--- src/rtl/scoreboard_forward_unit_if.sv ---
// scoreboard_forward_unit_if
// Bundles the issue, ID/EX operand and producer-bus signals of the scoreboard
// forwarding unit. The pipeline control side (master) drives the requests; the
// unit (slave) returns bypass selects, stall, issue acceptance and the stall
// performance counter.
interface scoreboard_forward_unit_if #(
    parameter int NUM_SRC = 2,
    parameter int ADDR_W  = 5,
    parameter int MAX_LAT = 8,
    parameter int LAT_W   = $clog2(MAX_LAT + 1)
);
    logic                      issue_valid;
    logic                      issue_reg_write;
    logic [ADDR_W-1:0]         issue_rd_addr;
    logic [LAT_W-1:0]          issue_lat;
    logic                      flush;
    logic [NUM_SRC*ADDR_W-1:0] id_rs_addr;
    logic [NUM_SRC-1:0]        id_rs_used;
    logic [NUM_SRC*ADDR_W-1:0] ex_rs_addr;
    logic                      ex_mem_reg_write;
    logic [ADDR_W-1:0]         ex_mem_rd_addr;
    logic                      mem_wb_reg_write;
    logic [ADDR_W-1:0]         mem_wb_rd_addr;
    logic                      lr_valid;
    logic [ADDR_W-1:0]         lr_rd_addr;
    logic [2*NUM_SRC-1:0]      forward_sel;
    logic                      stall;
    logic                      issue_accept;
    logic [31:0]               stall_cycles;

    modport master (
        output issue_valid, issue_reg_write, issue_rd_addr, issue_lat, flush,
        output id_rs_addr, id_rs_used, ex_rs_addr,
        output ex_mem_reg_write, ex_mem_rd_addr,
        output mem_wb_reg_write, mem_wb_rd_addr,
        output lr_valid, lr_rd_addr,
        input  forward_sel, stall, issue_accept, stall_cycles
    );

    modport slave (
        input  issue_valid, issue_reg_write, issue_rd_addr, issue_lat, flush,
        input  id_rs_addr, id_rs_used, ex_rs_addr,
        input  ex_mem_reg_write, ex_mem_rd_addr,
        input  mem_wb_reg_write, mem_wb_rd_addr,
        input  lr_valid, lr_rd_addr,
        output forward_sel, stall, issue_accept, stall_cycles
    );
endinterface

--- src/rtl/scoreboard_forward_unit.sv ---
// scoreboard_forward_unit
// Per-operand EX bypass select generation plus a per-register latency
// scoreboard that holds an instruction in ID until every producer it reads
// is at most one cycle from being forwardable.
// Optional build macro: SB_PERF_CNT_EN adds a saturating stall-cycle counter;
// without it stall_cycles is tied to zero and no counter logic exists.
module scoreboard_forward_unit #(
    parameter int NUM_SRC = 2,
    parameter int ADDR_W  = 5,
    parameter int MAX_LAT = 8,
    parameter int LAT_W   = $clog2(MAX_LAT + 1)
) (
    input logic                      clk,
    input logic                      rst_n,
    scoreboard_forward_unit_if.slave sb
);
    localparam int               NUM_REGS  = 1 << ADDR_W;
    localparam logic [LAT_W-1:0] LAT_MAX_V = LAT_W'(MAX_LAT);

    logic [LAT_W-1:0]     busy_q [NUM_REGS];
    logic [LAT_W-1:0]     busy_d [NUM_REGS];
    logic [LAT_W-1:0]     lat_clamped;
    logic                 wr_en;
    logic                 stall_c;
    logic                 accept_c;
    logic [2*NUM_SRC-1:0] fwd_c;

    // Bypass select per EX operand: EX/MEM beats MEM/WB beats long-latency bus.
    always_comb begin
        fwd_c = '0;
        for (int i = 0; i < NUM_SRC; i++) begin
            if (sb.ex_mem_reg_write && (sb.ex_mem_rd_addr != '0) &&
                (sb.ex_mem_rd_addr == sb.ex_rs_addr[i*ADDR_W +: ADDR_W])) begin
                fwd_c[2*i +: 2] = 2'b10;
            end else if (sb.mem_wb_reg_write && (sb.mem_wb_rd_addr != '0) &&
                         (sb.mem_wb_rd_addr == sb.ex_rs_addr[i*ADDR_W +: ADDR_W])) begin
                fwd_c[2*i +: 2] = 2'b01;
            end else if (sb.lr_valid && (sb.lr_rd_addr != '0) &&
                         (sb.lr_rd_addr == sb.ex_rs_addr[i*ADDR_W +: ADDR_W])) begin
                fwd_c[2*i +: 2] = 2'b11;
            end
        end
    end

    // Stall while any used, nonzero source still needs two or more cycles;
    // a count of one means the result will be on a bypass path next cycle.
    always_comb begin
        stall_c = 1'b0;
        for (int i = 0; i < NUM_SRC; i++) begin
            if (sb.id_rs_used[i] && (sb.id_rs_addr[i*ADDR_W +: ADDR_W] != '0) &&
                (busy_q[sb.id_rs_addr[i*ADDR_W +: ADDR_W]] > LAT_W'(1))) begin
                stall_c = 1'b1;
            end
        end
    end

    // Issue acceptance and the clamped latency loaded on a write-back issue.
    always_comb begin
        accept_c    = sb.issue_valid && !stall_c && !sb.flush;
        lat_clamped = (sb.issue_lat > LAT_MAX_V) ? LAT_MAX_V : sb.issue_lat;
        wr_en       = accept_c && sb.issue_reg_write && (sb.issue_rd_addr != '0);
    end

    // Scoreboard next state: decrement every entry, then on a write the longer
    // of the new latency and the remaining older count wins (WAW ordering).
    always_comb begin
        for (int r = 0; r < NUM_REGS; r++) begin
            busy_d[r] = '0;
        end
        for (int r = 1; r < NUM_REGS; r++) begin
            busy_d[r] = (busy_q[r] != '0) ? (busy_q[r] - LAT_W'(1)) : '0;
            if (wr_en && (sb.issue_rd_addr == ADDR_W'(r)) && (lat_clamped > busy_d[r])) begin
                busy_d[r] = lat_clamped;
            end
        end
    end

    // Scoreboard register; reset clears every entry so stall drops at once.
    always_ff @(posedge clk or negedge rst_n) begin
        if (!rst_n) begin
            for (int r = 0; r < NUM_REGS; r++) begin
                busy_q[r] <= '0;
            end
        end else begin
            for (int r = 0; r < NUM_REGS; r++) begin
                busy_q[r] <= busy_d[r];
            end
        end
    end

    assign sb.forward_sel  = fwd_c;
    assign sb.stall        = stall_c;
    assign sb.issue_accept = accept_c;

`ifdef SB_PERF_CNT_EN
    logic [31:0] stall_cycles_q;
    logic [31:0] stall_cycles_d;

    // Count cycles where a real request was held back, saturating at all ones.
    always_comb begin
        stall_cycles_d = stall_cycles_q;
        if (stall_c && sb.issue_valid && (stall_cycles_q != 32'hFFFF_FFFF)) begin
            stall_cycles_d = stall_cycles_q + 32'd1;
        end
    end

    // Stall counter register.
    always_ff @(posedge clk or negedge rst_n) begin
        if (!rst_n) begin
            stall_cycles_q <= '0;
        end else begin
            stall_cycles_q <= stall_cycles_d;
        end
    end

    assign sb.stall_cycles = stall_cycles_q;
`else
    assign sb.stall_cycles = 32'h0;
`endif

endmodule

--- src/flat_wrapper.sv ---
// flat-port wrapper written by rule: the top's interface ports become plain ports
module scoreboard_forward_unit_flat 
#(
    parameter int NUM_SRC = 2,
    parameter int ADDR_W  = 5,
    parameter int MAX_LAT = 8,
    parameter int LAT_W   = $clog2(MAX_LAT + 1)
)
  (clk, rst_n, sb_issue_valid, sb_issue_reg_write, sb_issue_rd_addr, sb_issue_lat, sb_flush, sb_id_rs_addr, sb_id_rs_used, sb_ex_rs_addr, sb_ex_mem_reg_write, sb_ex_mem_rd_addr, sb_mem_wb_reg_write, sb_mem_wb_rd_addr, sb_lr_valid, sb_lr_rd_addr, sb_forward_sel, sb_stall, sb_issue_accept, sb_stall_cycles);
  scoreboard_forward_unit_if #(.NUM_SRC(NUM_SRC), .ADDR_W(ADDR_W), .MAX_LAT(MAX_LAT), .LAT_W(LAT_W)) sb_i ();
  input logic clk;
  input logic rst_n;
  input wire logic [$bits(sb_i.issue_valid)-1:0] sb_issue_valid;
  input wire logic [$bits(sb_i.issue_reg_write)-1:0] sb_issue_reg_write;
  input wire logic [$bits(sb_i.issue_rd_addr)-1:0] sb_issue_rd_addr;
  input wire logic [$bits(sb_i.issue_lat)-1:0] sb_issue_lat;
  input wire logic [$bits(sb_i.flush)-1:0] sb_flush;
  input wire logic [$bits(sb_i.id_rs_addr)-1:0] sb_id_rs_addr;
  input wire logic [$bits(sb_i.id_rs_used)-1:0] sb_id_rs_used;
  input wire logic [$bits(sb_i.ex_rs_addr)-1:0] sb_ex_rs_addr;
  input wire logic [$bits(sb_i.ex_mem_reg_write)-1:0] sb_ex_mem_reg_write;
  input wire logic [$bits(sb_i.ex_mem_rd_addr)-1:0] sb_ex_mem_rd_addr;
  input wire logic [$bits(sb_i.mem_wb_reg_write)-1:0] sb_mem_wb_reg_write;
  input wire logic [$bits(sb_i.mem_wb_rd_addr)-1:0] sb_mem_wb_rd_addr;
  input wire logic [$bits(sb_i.lr_valid)-1:0] sb_lr_valid;
  input wire logic [$bits(sb_i.lr_rd_addr)-1:0] sb_lr_rd_addr;
  output wire logic [$bits(sb_i.forward_sel)-1:0] sb_forward_sel;
  output wire logic [$bits(sb_i.stall)-1:0] sb_stall;
  output wire logic [$bits(sb_i.issue_accept)-1:0] sb_issue_accept;
  output wire logic [$bits(sb_i.stall_cycles)-1:0] sb_stall_cycles;
  assign sb_i.issue_valid = sb_issue_valid;
  assign sb_i.issue_reg_write = sb_issue_reg_write;
  assign sb_i.issue_rd_addr = sb_issue_rd_addr;
  assign sb_i.issue_lat = sb_issue_lat;
  assign sb_i.flush = sb_flush;
  assign sb_i.id_rs_addr = sb_id_rs_addr;
  assign sb_i.id_rs_used = sb_id_rs_used;
  assign sb_i.ex_rs_addr = sb_ex_rs_addr;
  assign sb_i.ex_mem_reg_write = sb_ex_mem_reg_write;
  assign sb_i.ex_mem_rd_addr = sb_ex_mem_rd_addr;
  assign sb_i.mem_wb_reg_write = sb_mem_wb_reg_write;
  assign sb_i.mem_wb_rd_addr = sb_mem_wb_rd_addr;
  assign sb_i.lr_valid = sb_lr_valid;
  assign sb_i.lr_rd_addr = sb_lr_rd_addr;
  assign sb_forward_sel = sb_i.forward_sel;
  assign sb_stall = sb_i.stall;
  assign sb_issue_accept = sb_i.issue_accept;
  assign sb_stall_cycles = sb_i.stall_cycles;
  scoreboard_forward_unit #(.NUM_SRC(NUM_SRC), .ADDR_W(ADDR_W), .MAX_LAT(MAX_LAT), .LAT_W(LAT_W)) u_core (.clk(clk), .rst_n(rst_n), .sb(sb_i));
endmodule
--- config.mk ---
export PLATFORM = sky130hd
export DESIGN_NAME = scoreboard_forward_unit_flat
export DESIGN_NICKNAME = d
export VERILOG_FILES = /design/src/rtl/scoreboard_forward_unit_if.sv /design/src/rtl/scoreboard_forward_unit.sv /design/src/flat_wrapper.sv
export SDC_FILE = /design/constraint.sdc
export NUM_CORES = 1
export LEC_CHECK = 0
export ABC_AREA = 1
export BUFFER_PORTS_ARGS = -buffer_cell sky130_fd_sc_hd__buf_2
export CORE_UTILIZATION = 30
export DETAILED_ROUTE_END_ITERATION = 16
export HOLD_SLACK_MARGIN = 0.05
export SLEW_MARGIN = 20
export SYNTH_ARGS = -nofsm -noshare
export SYNTH_HDL_FRONTEND = slang
export SYNTH_SLANG_ARGS = --single-unit
--- constraint.sdc ---
create_clock -name clk -period 3 [get_ports clk]
set_input_delay 0.45 -clock clk [delete_from_list [all_inputs] [get_ports clk]]
set_output_delay 0.45 -clock clk [all_outputs]
set_load 0.005 [all_outputs]
==> reports/metrics.yaml <==
place:
  io_buffers: 59
  pre_cts_ws_ns: 0.1842
  gp_congestion: 0.9088
  place_area_sq_mm: 0.01268
  placed_cells: 2361
  dp_hpwl_um: 26210
synth:
  synth_edf_count: 0
  syn_area_per_cell_sq_um: 6.461
  ys_warn_count: 0
  yosysTopAreaCellShare_pct: 26.62
  dominantRegCellSynth: "dfrtp_1"
  syn_inst: 1804
  async_reset_ff_share_pct: 100.0
  yosysTopAreaCell: "dfrtp_1"
  yosysSeqAreaShare_pct: 26.62
  synth_cell_types: 34
  synth_seq_cells: 124
  netlist_area_sq_mm: 0.01165
  ys_top_cells_by_area: "dfrtp_1, nand2_1, ha_1"
drt:
  first_pass_iters: 5
  ant_nets: 0
  drtIter0Drc: 727
  drt_wl_total_um: 35330
  wire_per_inst_um: 14.73
  route.detailed.drc: 0
  via_count: 11620
  vias_per_cell: 4.844
final_layout:
  top_register: "u_core.busy_q"
  drive_gt1_share_pct: 7.794
  syn_to_final_growth_pct: 14.78
  layout_commonest_cell: "nand2_1"
  reg_top3: "u_core.busy_q: 124 flops"
  stdcell_count: 2398
  layout_common_cells: "nand2_1, inv_1, nor2_1, nand3_1, a21oi_1"
  largest_reg_flops: 124
  fill_cells: 4031
  stdcell_area_sq_mm: 0.01338
  nets: 2051
critical_path:
  crit_family: "simple AND/OR/NAND/NOR gates"
  worstSetupPathType: "reg -> out"
  endpoint_kind: "output port"
  cp_max_fo: 5
  crit_top_cell: "nand2_1"
  critPathLaunchType: "flop"
  critical_path.slowest_cell: "dfrtp_1"
  worstPathArrival_ns: 2.29
  cp_num_buf_inv: 1
  cp.required_ns: 2.55
  cp_slowest_stage_delay_ns: 0.39
  cp_cell_sequence: "nor2_1 > nand2_1 > nor2_1 > nor2_1 > nand2_1 > nand3_1 > nand2_1 > nand2_1 > nand3_1 > nand2_1 > nor2_4 > buf_2"
flow_run:
  maxCapViolations: 0
power_and_ir_drop:
  leakage_nw: 7.269
  p_per_area_mw_per_mm2: 775.2
  max-vdd-ir-drop_v: 0.0002985
floorplanning:
  die_w_um: 199.1
  initial_core_util_pct: 30.73
  coreArea_sq_mm: 0.03793
  io_pins: 92
  die_y_um: 199.1
  row_count: 71
  die-area_sq_mm: 0.03964
sta:
  hold_viol: 0
  timing.slew.headroom_pct: 55.87
  period_minus_slack_ns: 2.740
  finalSetupTns_ns: 0
  setup_viol: 0
  finClkSkew_ns: 0.009406
  hold_slack_ns: 0.5385
  finalCritPeriodShare_pct: 91.35
  rsz0062_at_grt: "no"
  drv_slew: 0
  setup_ws_ns: 0.2595
  tightest_slew_ns: 0.6619
  clock.fmax_mhz: 364.9
clocking:
  cts.clk_slew.worst_paths_ns: 0.06
  cts_num_sinks: 124
  clk_latency_ns: 0.44
  cts.htree.levels: 4
  cts_max_path_buffers: 2
  cts_tree: "yes"
  root_buffer: "clkbuf_16"
  cts_made_buffers: 17
grt:
  grt_pass1_wl_um: 56220
  grt_pass1_vias: 11090
  grt_max_degree: 62
  track_usage_pct: 18.23
  grt_overflow: 0
  grt_antenna_before_repair: 1
status:
  status: "completed"
min_path:
  hold_path.class: "in -> async"
-- cell families after synthesis --
| family | count (synthesis) | share of synthesized area, % |
|---|---|---|
| AOI/OAI and AO/OA | 241 | 12.09 |
| xor gates and xnor gates | 30 | 2.254 |
| adders and majority gates | 124 | 13.31 |
| buffers and inverters | 351 | 12.85 |
| DFF | 124 | 26.62 |
| other | 1 | 0.03218 |
| and+or+nand+nor | 933 | 32.84 |
-- what timing repair did --
action                                 in CTS  in global routing
setup endpoints to repair                   0                  1
hold buffers                                1                  0
gates resized for setup                     0                  1
buffers inserted                            0                  3
endpoints found under the hold margin      35                  0
-- path summary, 6_finish.rpt --
path | start | end | slack [ns] | cells past startpoint
max | u_core.busy_q[98]$_DFF_PN0_ | sb_issue_accept | 0.26 | 12
min in group clk | u_core.busy_q[80]$_DFF_PN0_ | u_core.busy_q[80]$_DFF_PN0_ | 0.57 | 3
max reg2reg | u_core.busy_q[98]$_DFF_PN0_ | u_core.busy_q[52]$_DFF_PN0_ | 0.50 | 16
min | rst_n | u_core.busy_q[86]$_DFF_PN0_ | 0.54 | 2
max in group asynchronous | rst_n | u_core.busy_q[10]$_DFF_PN0_ | 1.68 | 3
min reg2reg | u_core.busy_q[80]$_DFF_PN0_ | u_core.busy_q[80]$_DFF_PN0_ | 0.57 | 3
-- through the flow --
step,power [mW],utilization (%)
after global placement,7.752,33.43
final,10.37,35.27
after CTS,10.36,35.19
after global routing,11.43,35.27
after detailed placement,7.969,33.43
after floorplan,6.632,-
-- synthesized netlist by cell type, drive strengths merged, types with 2 or more instances --
master / count
nor2: 210
inv: 275
xnor2: 12
a21boi: 3
buf: 56
o22ai: 2
o41ai: 3
o21ai: 62
a22oi: 4
nand3: 201
ha: 124
or2: 5
xor2: 18
o2111a: 26
clkbuf: 20
nand2: 498
nand4: 6
a21oi: 137
nor4: 8
dfrtp: 124
nor3: 3
-- cell type report --
| type | count | area, sq um | area share (%) |
|---|---|---|---|
| Multi-Input combinational cell | 1360 | 7229 | 54.04 |
| Clock buffer | 21 | 470.5 | 3.517 |
| Clock inverter | 11 | 188.9 | 1.412 |
| Tap cell | 511 | 639.4 | 4.779 |
| Antenna cell | 1 | 2.502 | 0.01871 |
| Inverter | 275 | 1036 | 7.744 |
| Sequential cell | 124 | 3103 | 23.19 |
| Timing Repair Buffer | 95 | 708.2 | 5.294 |
-- report_power, final --
| part | internal (mW) | switching [mW] | leakage, nW |
|---|---|---|---|
| registers | 2.26 | 0.443 | 1.60 |
| logic | 1.89 | 3.42 | 5.35 |
| clock network | 1.54 | 0.818 | 0.319 |
| total | 5.69 | 4.68 | 7.27 |
-- metal layers --
| metal | share of wire (%) | GRT usage, % | wire length, um | vias to the layer above |
|---|---|---|---|---|
| li1 | - | - | - | 5898 |
| met1 | 45 | 22.46 | 15760 | 5365 |
| met2 | 48 | 31.72 | 17020 | 300 |
| met3 | 4.7 | 3.173 | 1660 | 53 |
| met4 | 2.5 | 6.467 | 895 | 0 |
| met5 | 0 | 0 | 0 | - |
(Power assumes the default switching activity.)
